===== src/rtl/temit_pkg.sv =====
// Shared types for the token emitter: buffered result record, FSM state
// encoding, null-node constant and the per-result routing decision.
package temit_pkg;

  localparam int unsigned TEMIT_DATA_W = 32;
  localparam int unsigned TEMIT_NODE_W = 16;
  localparam int unsigned TEMIT_GEN_W  = 12;
  localparam int unsigned TOK_CNT_W    = 16;

  // A destination node of zero means "no token on this path".
  localparam logic [TEMIT_NODE_W-1:0] NULL_NODE = '0;

  typedef enum logic [1:0] {
    IDLE   = 2'd0,
    EMIT_T = 2'd1,
    EMIT_F = 2'd2,
    TERM   = 2'd3
  } state_t;

  // One execution result as buffered in the FIFO.
  typedef struct packed {
    logic [TEMIT_DATA_W-1:0] data;
    logic [TEMIT_GEN_W-1:0]  gen;
    logic                    cond;
    logic                    cp;
    logic                    terminate;
    logic [TEMIT_NODE_W-1:0] t_node;
    logic                    t_lr;
    logic                    t_uni_opr;
    logic [TEMIT_NODE_W-1:0] f_node;
    logic                    f_lr;
    logic                    f_uni_opr;
  } result_t;

  // First action for a fresh head entry; IDLE means retire with no token.
  function automatic state_t decide(input result_t r);
    state_t s;
    s = IDLE;
    if (r.terminate) begin
      s = TERM;
    end else if (r.cp) begin
      if (r.t_node != NULL_NODE)      s = EMIT_T;
      else if (r.f_node != NULL_NODE) s = EMIT_F;
    end else if (r.cond) begin
      if (r.t_node != NULL_NODE)      s = EMIT_T;
    end else begin
      if (r.f_node != NULL_NODE)      s = EMIT_F;
    end
    return s;
  endfunction

endpackage


===== src/rtl/temit_fifo.sv =====
// Synchronous FIFO buffering execution results ahead of the emitter FSM.
// Ports: clk, rst (sync, active-high); push/wdata write side; pop/rdata
// read side (rdata shows the head entry); count, full, empty status.
// Pushes while full and pops while empty are ignored.
module temit_fifo #(
  parameter int unsigned WIDTH = 8,
  parameter int unsigned DEPTH = 4,
  localparam int unsigned PTR_W = $clog2(DEPTH),
  localparam int unsigned CNT_W = PTR_W + 1
) (
  input  logic             clk,
  input  logic             rst,
  input  logic             push,
  input  logic [WIDTH-1:0] wdata,
  input  logic             pop,
  output logic [WIDTH-1:0] rdata,
  output logic [CNT_W-1:0] count,
  output logic             full,
  output logic             empty
);

  logic [WIDTH-1:0] mem [DEPTH];
  logic [PTR_W-1:0] wr_ptr;
  logic [PTR_W-1:0] rd_ptr;
  logic [CNT_W-1:0] cnt;
  logic             do_push;
  logic             do_pop;

  assign do_push = push && !full;
  assign do_pop  = pop && !empty;

  // Pointers wrap naturally because DEPTH is a power of two.
  always_ff @(posedge clk) begin
    if (rst) begin
      wr_ptr <= '0;
      rd_ptr <= '0;
      cnt    <= '0;
    end else begin
      if (do_push) wr_ptr <= wr_ptr + PTR_W'(1);
      if (do_pop)  rd_ptr <= rd_ptr + PTR_W'(1);
      case ({do_push, do_pop})
        2'b10:   cnt <= cnt + CNT_W'(1);
        2'b01:   cnt <= cnt - CNT_W'(1);
        default: cnt <= cnt;
      endcase
    end
  end

  // Storage needs no reset; entries are only read when count says valid.
  always_ff @(posedge clk) begin
    if (do_push) mem[wr_ptr] <= wdata;
  end

  assign rdata = mem[rd_ptr];
  assign count = cnt;
  assign full  = (cnt == CNT_W'(DEPTH));
  assign empty = (cnt == '0);

endmodule


===== src/rtl/token_emitter.sv =====
// Token emitter at the tail of the execute pipeline. Buffers execution
// results and turns each into zero, one or two tokens (branch / copy /
// terminate rules), with a one-cycle terminate pulse and a token counter.
// Ports:
//   clk, rst                     clock, synchronous active-high reset
//   in_valid/in_ready + fields   result input handshake (data, cond, cp,
//                                terminate, gen, t/f node, lr, uni_opr)
//   tok_valid/tok_ready + fields token output handshake (node, gen, data,
//                                lr, uni_opr, last)
//   term_o_temit                 terminate pulse
//   busy_o_temit                 result buffer non-empty
//   tok_cnt_o_temit              accepted-token counter (wraps)
// The buffered record layout comes from temit_pkg; the width parameters
// default to the package widths and are expected to match them.
module token_emitter
  import temit_pkg::*;
#(
  parameter int unsigned DATA_W = TEMIT_DATA_W,
  parameter int unsigned NODE_W = TEMIT_NODE_W,
  parameter int unsigned GEN_W  = TEMIT_GEN_W,
  parameter int unsigned DEPTH  = 4
) (
  input  logic                 clk,
  input  logic                 rst,
  input  logic                 in_valid_i_temit,
  output logic                 in_ready_o_temit,
  input  logic [DATA_W-1:0]    data_i_temit,
  input  logic                 cond_i_temit,
  input  logic                 cp_i_temit,
  input  logic                 terminate_i_temit,
  input  logic [GEN_W-1:0]     gen_i_temit,
  input  logic [NODE_W-1:0]    t_next_node_i_temit,
  input  logic [NODE_W-1:0]    f_next_node_i_temit,
  input  logic                 t_next_lr_i_temit,
  input  logic                 f_next_lr_i_temit,
  input  logic                 t_next_uni_opr_i_temit,
  input  logic                 f_next_uni_opr_i_temit,
  output logic                 tok_valid_o_temit,
  input  logic                 tok_ready_i_temit,
  output logic [NODE_W-1:0]    tok_node_o_temit,
  output logic [GEN_W-1:0]     tok_gen_o_temit,
  output logic [DATA_W-1:0]    tok_data_o_temit,
  output logic                 tok_lr_o_temit,
  output logic                 tok_uni_opr_o_temit,
  output logic                 tok_last_o_temit,
  output logic                 term_o_temit,
  output logic                 busy_o_temit,
  output logic [TOK_CNT_W-1:0] tok_cnt_o_temit
);

  localparam int unsigned RES_W = $bits(result_t);
  localparam int unsigned CNT_W = $clog2(DEPTH) + 1;

  result_t              in_res;
  result_t              head;
  logic [RES_W-1:0]     head_bits;
  logic [CNT_W-1:0]     fifo_count;
  logic                 fifo_full;
  logic                 fifo_empty;
  logic                 push;
  logic                 pop;

  state_t               state_q;
  state_t               cur_state;
  state_t               next_state;
  logic                 tok_valid;
  logic                 tok_last;
  logic                 sel_f;
  logic                 term_c;
  logic                 term_q;
  logic [TOK_CNT_W-1:0] tok_cnt_q;

  // Pack the incoming result into the buffered record.
  always_comb begin
    in_res           = '0;
    in_res.data      = data_i_temit;
    in_res.gen       = gen_i_temit;
    in_res.cond      = cond_i_temit;
    in_res.cp        = cp_i_temit;
    in_res.terminate = terminate_i_temit;
    in_res.t_node    = t_next_node_i_temit;
    in_res.t_lr      = t_next_lr_i_temit;
    in_res.t_uni_opr = t_next_uni_opr_i_temit;
    in_res.f_node    = f_next_node_i_temit;
    in_res.f_lr      = f_next_lr_i_temit;
    in_res.f_uni_opr = f_next_uni_opr_i_temit;
  end

  // Ready depends only on reset and the registered fill level.
  assign in_ready_o_temit = !rst && !fifo_full;
  assign push             = in_valid_i_temit && in_ready_o_temit;

  temit_fifo #(
    .WIDTH (RES_W),
    .DEPTH (DEPTH)
  ) u_fifo (
    .clk   (clk),
    .rst   (rst),
    .push  (push),
    .wdata (in_res),
    .pop   (pop),
    .rdata (head_bits),
    .count (fifo_count),
    .full  (fifo_full),
    .empty (fifo_empty)
  );

  assign head = head_bits;

  // State register, terminate pulse and token counter.
  always_ff @(posedge clk) begin
    if (rst) begin
      state_q   <= IDLE;
      term_q    <= 1'b0;
      tok_cnt_q <= '0;
    end else begin
      state_q <= next_state;
      term_q  <= term_c;
      if (tok_valid && tok_ready_i_temit) tok_cnt_q <= tok_cnt_q + TOK_CNT_W'(1);
    end
  end

  // Next-state and handshake logic. In IDLE the head entry is decoded in
  // the same cycle, so a fresh result starts emitting (or retires) without
  // an extra bubble; a stalled token parks the FSM in its EMIT state.
  always_comb begin
    cur_state  = state_q;
    next_state = state_q;
    pop        = 1'b0;
    tok_valid  = 1'b0;
    tok_last   = 1'b0;
    sel_f      = 1'b0;
    term_c     = 1'b0;
    if (state_q == IDLE && !fifo_empty) cur_state = decide(head);
    case (cur_state)
      IDLE: begin
        // Non-empty here means both selected destinations are null.
        pop        = !fifo_empty;
        next_state = IDLE;
      end
      TERM: begin
        pop        = 1'b1;
        term_c     = 1'b1;
        next_state = IDLE;
      end
      EMIT_T: begin
        tok_valid = 1'b1;
        tok_last  = !(head.cp && head.f_node != NULL_NODE);
        if (tok_ready_i_temit) begin
          if (tok_last) begin
            pop        = 1'b1;
            next_state = IDLE;
          end else begin
            next_state = EMIT_F;
          end
        end else begin
          next_state = EMIT_T;
        end
      end
      EMIT_F: begin
        tok_valid = 1'b1;
        tok_last  = 1'b1;
        sel_f     = 1'b1;
        if (tok_ready_i_temit) begin
          pop        = 1'b1;
          next_state = IDLE;
        end else begin
          next_state = EMIT_F;
        end
      end
      default: next_state = IDLE;
    endcase
  end

  // Token fields are forced to zero whenever no token is offered.
  assign tok_valid_o_temit   = tok_valid;
  assign tok_node_o_temit    = !tok_valid ? '0 : (sel_f ? head.f_node : head.t_node);
  assign tok_lr_o_temit      = tok_valid && (sel_f ? head.f_lr : head.t_lr);
  assign tok_uni_opr_o_temit = tok_valid && (sel_f ? head.f_uni_opr : head.t_uni_opr);
  assign tok_gen_o_temit     = tok_valid ? head.gen : '0;
  assign tok_data_o_temit    = tok_valid ? head.data : '0;
  assign tok_last_o_temit    = tok_last;
  assign term_o_temit        = term_q;
  assign busy_o_temit        = (fifo_count != '0);
  assign tok_cnt_o_temit     = tok_cnt_q;

endmodule


===== config.mk =====
export PLATFORM = sky130hd
export DESIGN_NAME = token_emitter
export DESIGN_NICKNAME = d
export VERILOG_FILES = /design/src/rtl/temit_pkg.sv /design/src/rtl/temit_fifo.sv /design/src/rtl/token_emitter.sv
export SDC_FILE = /design/constraint.sdc
export NUM_CORES = 1
export LEC_CHECK = 0
export ABC_CLOCK_PERIOD_IN_PS = 5000
export BUFFER_PORTS_ARGS = -buffer_cell sky130_fd_sc_hd__buf_2
export CORE_ASPECT_RATIO = 1.25
export CORE_MARGIN = 1.5
export CORE_UTILIZATION = 41
export CTS_CLUSTER_DIAMETER = 30
export DETAILED_ROUTE_END_ITERATION = 10
export PLACE_DENSITY = 0.59
export SYNTH_ARGS = -nofsm -noshare
export SYNTH_HDL_FRONTEND = slang
export SYNTH_SLANG_ARGS = --single-unit

===== constraint.sdc =====
create_clock -name clk -period 5 [get_ports clk]
set_input_delay 1 -clock clk [delete_from_list [all_inputs] [get_ports clk]]
set_output_delay 1 -clock clk [all_outputs]
set_load 0.05 [all_outputs]

After elaboration in Yosys (flattened, before gate mapping) --
Memories as Yosys holds them, arrays and structs flattened. A register that Yosys moved wholly into a read port is not among the register bits. Cells that the tools add are included.
Operators by class: add/sub/neg operators 5, equality and inequality tests 6, multiplexer cells 30, reductions and logical operators 22
Operators with widths (count):
- $mux 16 | 2
- $mux 32 | 1
- $reduce_bool 16->1 | 2
- $mux 2 | 11
- $add 16x1->16 const B | 1
- $mux 12 | 1
- $mux 1 | 11
- $logic_and 1x1->1 | 9
- $eq 2x2->1 const B | 3
- $pmux 2 s3 | 1
- $pmux 3 s2 | 1
- $add 2x1->2 const B | 2
- $eq 2x1->1 const B | 2
- $logic_not 1->1 | 4
- $logic_not 2->1 | 2
- $pmux 1 s4 | 1
- $reduce_or 2->1 | 2
- $add 3x1->3 const B | 1
- $eq 3x3->1 const B | 1
- $logic_not 3->1 | 1
- $reduce_bool 3->1 | 1
- $sub 3x1->3 const B | 1
- $pmux 1 s2 | 1
- $reduce_bool 2->1 | 1
Storage, ports and cells: bits in registers 26, RAM bits 332, input port bits 87, output and inout port bits 83, memories kept 1
Memory list:
- u_fifo.mem | depth 4, bits a word 83, read ports 1, clocked after memory_dff 1, write ports 1, line temit_fifo.sv:22 | logic [WIDTH-1:0] mem [DEPTH];

Longest topological paths before layout --
Gate-level depths: netlist of the first run.
depth in word-level cells 11, depth in mapped cells 19, mapped depth without buffers 16

Cells and area by module --
From an unflattened synthesis of the first run, not the netlist that was laid out.
Second synthesis, totals: cell total of the unflattened synthesis 705, area, all modules 14137.3 µm²
By module, submodules not included:
- temit_fifo | instances 1, cells an instance 487, area an instance 12448.2 µm², sequential area each 10149.7 µm²
- token_emitter | instances 1, cells an instance 218, area an instance 1689.1 µm², sequential area each 380.4 µm²

Worst setup path after synthesis of the first run --
No wires, ideal clock.
path type flip-flop to output port, from reg (tool-made name), to out tok_lr_o_temit, arrival 3.862 ns, setup slack 0.138 ns, stages on the path, launching flop included 11, cell sequence dfxtp_1 -> buf_2 -> buf_2 -> mux4_2 -> nor4_1 -> and4_1 -> o21bai_1 -> a21o_1 -> ha_1 -> clkbuf_1 -> nor2b_1
RTL lines:
- end: declaration | line token_emitter.sv:43 | output logic tok_lr_o_temit,

==> results.sh, run 1 <==
export IMPL_p_leak_nw=6.257
export IMPL_register_area_mm2=0.01054
export IMPL_max_slew_margin_pct=45.48
export IMPL_finalNetCount=1025
export IMPL_pin_count=170
export IMPL_hold_class="register to register"
export IMPL_vias_per_cell=5.190
export IMPL_powerDensity_mw_per_mm2=712.4
export IMPL_arrival_ns=3.77
export IMPL_ys_types=43
export IMPL_async_flop_share_pct=0
export IMPL_fin_util_pct=53.15
export IMPL_hold_viol=0
export IMPL_drt_iter0_markers=364
export IMPL_power_total_mw=12.76
export IMPL_fin_cells=1402
export IMPL_grt_start_max_net_pins=51
export IMPL_rr_worst_depth=17
export IMPL_dieArea_mm2=0.03551
export IMPL_syn_cell_area_mm2=0.01410
export IMPL_r2r_end="u_fifo.count[2]$_SDFFE_PP0P_"
export IMPL_max_freq_ghz=0.2097
export IMPL_synth_avg_cell_area_um2=20.22
export IMPL_cp_slowest_stage_delay_ns=0.58
export IMPL_crit_chain="buf_16, mux4_2, nor4_1, and4_1, o21bai_1, a21oi_1, ha_2, buf_12, mux2i_1, nor2b_1, buf_2"
export IMPL_first_pass_iters=5
export IMPL_clk_pin_slew_worst_paths_ns=0.05
export IMPL_outcome="completed"
export IMPL_path_class="register to output pin"
export IMPL_die_w_um=168.8
export IMPL_grt_antenna_before_repair=8
export IMPL_grt_pass1_wl_um=45120
export IMPL_syn_inst=697
export IMPL_endpoint_kind="output pin"
export IMPL_multi_input_area_mm2=0.003425
export IMPL_grtUsageTotal_pct=17.15
export IMPL_pre_cts_ws_ns=0.4422
export IMPL_root_buffer="clkbuf_16"
export IMPL_crit_required_ns=4.00
export IMPL_synth_warning_count=0
export IMPL_setup_tns_ns=0
export IMPL_row_count=75
export IMPL_post_drt_wl_per_cell_um=20.92
export IMPL_synth_edf_count=332
export IMPL_max_vdd_ir_drop_mv=0.4527
export IMPL_syn_num_nets=795
export IMPL_crit_fanout=20
export IMPL_routed_wl_um=29330
export IMPL_clockBufferDepth=3
export IMPL_yosysSeqAreaShare_pct=74.70
export IMPL_hp_start="tok_cnt_o_temit[15]$_SDFFE_PP0P_"
export IMPL_synthFlopType="edfxtp_1"
export IMPL_place_congestion=0.7241
export IMPL_layout_setup_ws_ns=0.2305
export IMPL_drc=0
export IMPL_tightest_slew_ns=0.8177
export IMPL_hold_path_depth=2
export IMPL_syn2layout_area_growth_pct=27.03
export IMPL_vias=7277
export IMPL_cts_tree="yes"
export IMPL_setup_violations=0
export IMPL_synthTopCellsByCount="332 x edfxtp_1, 75 x mux4_2, 45 x and2_1"
export IMPL_rsz0062_at_grt="no"
export IMPL_finClkSkew_ns=0.01319
export IMPL_initial_core_util_pct=41.84
export IMPL_port_buffers=169
export IMPL_ant_nets=0
export IMPL_cts_inserted_buffers=67
export IMPL_dp_hpwl_um=17610
export IMPL_die_y_um=210.3
export IMPL_synth_top_area_share_pct=70.73
export IMPL_clk_latency_ns=0.55
export IMPL_r2r_slack_ns=0.68
export IMPL_core_area_mm2=0.03369
export IMPL_htree_num_levels=3
export IMPL_slowest_stage="mux4_2"
export IMPL_fillers=2672
export IMPL_min_period_ns=4.769
export IMPL_dpl_cell_count=1277
export IMPL_finalMaxSlewViolations=0
export IMPL_drv_cap=0
export IMPL_start_kind="register"
export IMPL_yosysMostFrequentCell="edfxtp_1"
export IMPL_yosysTopAreaCell="edfxtp_1"
export IMPL_hold_path_endpoint="tok_cnt_o_temit[15]$_SDFFE_PP0P_"
export IMPL_synth_seq_cells=360
export IMPL_clock_sinks=360
export IMPL_overflow=0
export IMPL_synth_area_top_cells="edfxtp_1 71%, mux4_2 12%, dfxtp_1 4.0%"
export IMPL_final_period_utilization_pct=95.39
export IMPL_drive_above_1_share_pct=39.82
export IMPL_grt_pass1_vias=7825
-- final cells by class --
cell class / count / share of cell area (%)
diodes: 2 / 0.02795
clock buffers: 77 / 9.811
clock inverters: 42 / 2.592
inverters: 9 / 0.1887
multi-input cells: 297 / 19.13
flip-flops and latches: 360 / 58.85
well taps: 423 / 2.956
repair buffers: 192 / 6.450
-- worst max-delay path, delay by kind of cell, from the launching register on --
family,cells,cell delay [ns]
adders and majority gates,1,0.28
DFF,1,0.41
AOI/OAI and AO/OA,2,0.33
muxes,2,0.88
buffers and inverters,3,0.60
and+or+nand+nor,3,0.70
-- worst max-delay path by stage --
stage	depth (start not counted)	startpoint	slack (ns)	to
after floorplan	10	register	0.14	tok_lr_o_temit
after global placement	17	register	0.47	u_fifo.count[2]$_SDFFE_PP0P_
after detailed placement	17	register	0.44	u_fifo.count[2]$_SDFFE_PP0P_
after CTS	11	register	0.02	tok_node_o_temit[7]
after global routing	10	register	0.02	tok_node_o_temit[2]
final	11	register	0.23	tok_node_o_temit[7]
-- state kept, by name (all words and copies together), names as in the netlist, named ones only --
signal	count
tok_cnt_o_temit	16
u_fifo.rd_ptr	2
term_o_temit	1
u_fifo.wr_ptr	2
state_q	2
u_fifo.mem	332
u_fifo.count	3
-- cell families after synthesis --
group           after synthesis  synth area share (%)
xor+xnor                     15                0.9320
flops                       360                 74.70
buf+inv                      40                 1.225
compound gates               28                 1.314
mux                         102                 14.83
fa+ha+maj                    11                 1.030
simple gates                141                 5.965
-- per-stage QoR --
stage | instance area (um2) | hold slack [ns]
floorplan | 14100 | 0.4718
finish | 17910 | 0.5121
global placement | 15610 | 0.4891
CTS | 17870 | 0.5098
global route | 17900 | 0.5388
detailed placement | 15610 | 0.5033
-- what timing repair did --
action                     4_1_cts  5_1_grt
buffers inserted                 0        3
pin swaps                        0        1
cloned                           1        0
hold buffers                     0        0
resized for setup                2        3
setup endpoints to repair       18       30
-- routing by layer --
layer	part of all wire, %	up-vias	GRT usage, %
li1	-	3306	-
met1	39	3694	20.29
met2	52	213	29.60
met3	6.7	58	5.220
met4	2.0	6	6.096
met5	0.12	-	0
-- report_power, final --
group / leakage [nW] / total (mW) / switching (mW) / internal, mW
clock: 1.08 / 4.39 / 1.45 / 2.94
sequential: 3.24 / 3.55 / 0.0779 / 3.47
combinational: 1.93 / 4.82 / 3.41 / 1.41
total: 6.26 / 12.8 / 4.94 / 7.82
-- layout by cell type (no fill, tap or decap), types with 9 or more instances in the layout --
cell       synthesis  final
clkinv_2           0     11
nor2_1            21     21
mux4_2            75     75
edfxtp_1         332    332
mux2i_1           18     18
nor2b_1           22     22
inv_1              9      9
buf_4              1     13
and2_1            45     45
buf_2              9    169
clkbuf_16          0     69
nand2_1           11     11
a21oi_1            9      9
dfxtp_1           28     26
No activity file was read; power rests on OpenSTA's default activity.
==> run 2, diff against run 1 <==
--- a/config.mk
+++ b/config.mk
@@ -7,7 +7,6 @@
 export LEC_CHECK = 0
 export ABC_CLOCK_PERIOD_IN_PS = 5000
 export BUFFER_PORTS_ARGS = -buffer_cell sky130_fd_sc_hd__buf_2
-export CORE_ASPECT_RATIO = 1.25
 export CORE_MARGIN = 1.5
 export CORE_UTILIZATION = 41
 export CTS_CLUSTER_DIAMETER = 30
==> results.sh, run 2 (synthesis gave the netlist of run 1 again) <==
export IMPL_outcome="completed"
export IMPL_first_pass_iters=4
export IMPL_rsz0062_at_grt="no"
export IMPL_place_congestion=0.7557
export IMPL_tightest_slew_ns=0.7495
export IMPL_finalMaxSlewViolations=0
export IMPL_syn2layout_area_growth_pct=31.87
export IMPL_hold_viol=0
export IMPL_p_leak_nw=6.573
export IMPL_ant_nets=0
export IMPL_finalNetCount=1047
export IMPL_max_vdd_ir_drop_mv=0.4840
export IMPL_grt_pass1_wl_um=44920
export IMPL_clk_pin_slew_worst_paths_ns=0.04
export IMPL_endpoint_kind="output pin"
export IMPL_final_common_cell="edfxtp_1"
export IMPL_final_period_utilization_pct=95.41
export IMPL_clk_latency_ns=0.58
export IMPL_drt_iter0_markers=306
export IMPL_max_freq_ghz=0.2096
export IMPL_die_w_um=188.4
export IMPL_setup_tns_ns=0
export IMPL_die_y_um=188.4
export IMPL_clockBufferDepth=3
export IMPL_largest_register_ffs=332
export IMPL_drc=0
export IMPL_root_buffer="clkbuf_16"
export IMPL_cts_tree="yes"
export IMPL_arrival_ns=3.77
export IMPL_final_cell_mix="332 x edfxtp_1, 168 x buf_2, 82 x clkbuf_16"
export IMPL_start_kind="register"
export IMPL_overflow=0
export IMPL_htree_num_levels=3
export IMPL_dieArea_mm2=0.03550
export IMPL_dp_hpwl_um=17790
export IMPL_drv_cap=0
export IMPL_hold_class="register to register"
export IMPL_initial_core_util_pct=41.83
export IMPL_dpl_cell_count=1309
export IMPL_pin_count=170
export IMPL_fin_cells=1467
export IMPL_finClkSkew_ns=0.01953
export IMPL_grt_start_max_net_pins=55
export IMPL_cts_inserted_buffers=82
export IMPL_min_period_ns=4.771
export IMPL_max_slew_margin_pct=50.04
export IMPL_crit_fanout=34
export IMPL_grt_pass1_vias=7877
export IMPL_grtUsageTotal_pct=16.83
export IMPL_vias=7431
export IMPL_grt_antenna_before_repair=6
export IMPL_post_drt_wl_per_cell_um=20.13
export IMPL_setup_violations=0
export IMPL_port_buffers=169
export IMPL_row_count=67
export IMPL_hold_buffers=0
export IMPL_drive_above_1_share_pct=41.63
export IMPL_crit_required_ns=4.00
export IMPL_clock_sinks=360
export IMPL_powerDensity_mw_per_mm2=741.8
export IMPL_vias_per_cell=5.065
export IMPL_regMostFlops="u_fifo.mem"
export IMPL_routed_wl_um=29540
export IMPL_path_class="register to output pin"
export IMPL_core_area_mm2=0.03370
run 2: cell types whose count changed in the layout (fill, tap and decap cells not counted), moves of 3 or more:
cell / change
buf_12: -3
buf_4: +11
bufinv_16: +8
clkbuf_1: +4
clkbuf_16: +13
clkinv_4: -4
clkinvlp_4: +6
run 2: final timing paths:
| kind | start | cells past startpoint | slack, ns | endpoint |
|---|---|---|---|---|
| hold reg to reg | u_fifo.count[1]$_SDFFE_PP0P_ | 2 | 0.51 | u_fifo.count[1]$_SDFFE_PP0P_ |
| setup reg to reg | register | 19 | 0.60 | u_fifo.count[2]$_SDFFE_PP0P_ |
| setup / recovery | register | 10 | 0.23 | tok_lr_o_temit |
| hold / removal | u_fifo.count[1]$_SDFFE_PP0P_ | 2 | 0.51 | u_fifo.count[1]$_SDFFE_PP0P_ |
run 2: area by class of cell:
class	instances	area (um2)
Fill cell	2697	15110
Inverter	9	33.78
Antenna cell	3	7.507
Multi-Input combinational cell	297	3430
Clock inverter	55	739.5
Clock buffer	96	2125
Timing Repair Buffer	199	1155
Sequential cell	360	10540
Tap cell	448	560.5
run 2: repair_timing:
item | 4_1_cts | 5_1_grt
setup buffers | 3 | 1
endpoints found under the setup margin | 52 | 50
endpoints found under the hold margin | 0 | 0
gates resized for setup | 5 | 1
run 2: worst max-delay path, stage by stage, from the launching register on:
cell and delay, ns:
dfxtp_4 0.37, buf_12 0.15, mux4_1 0.59, nor4_2 0.46, nand4_2 0.29, nand2_1 0.16
o21ai_1 0.10, ha_2 0.38, buf_6 0.25, nor2b_1 0.17, buf_2 0.27
run 2: power breakdown:
part           total, mW  leakage (nW)  internal [mW]  switching (mW)
sequential          3.54          3.24           3.48          0.0627
combinational       4.78          1.96           1.40            3.38
clock               5.47          1.37           3.85            1.62
total               13.8          6.57           8.73            5.06
run 2: routing by layer:
layer | wire length, um | up-vias | global-route usage (%) | part of all wire [%]
met4 | 681 | 8 | 6.563 | 2.3
li1 | - | 3379 | - | -
met2 | 14300 | 197 | 27.46 | 48
met3 | 1606 | 64 | 4.843 | 5.4
met5 | 55 | - | 0 | 0.19
met1 | 12900 | 3783 | 21.34 | 44
run 2: per-stage QoR:
step | total power [mW] | worst slack [ns] | hold WS [ns] | area (um2) | utilization, %
4_1_cts | 13.94 | 0.09504 | 0.5127 | 18550 | 55.05
3_5_place_dp | 8.354 | 0.3299 | 0.5072 | 15630 | 46.37
6_report | 13.79 | 0.2294 | 0.5132 | 18590 | 55.16
2_1_floorplan | 7.169 | 0.1382 | 0.4718 | 14100 | -
3_3_place_gp | 8.330 | 0.4573 | 0.4919 | 15630 | 46.37
5_1_grt | 14.31 | 0.02527 | 0.5522 | 18580 | 55.14
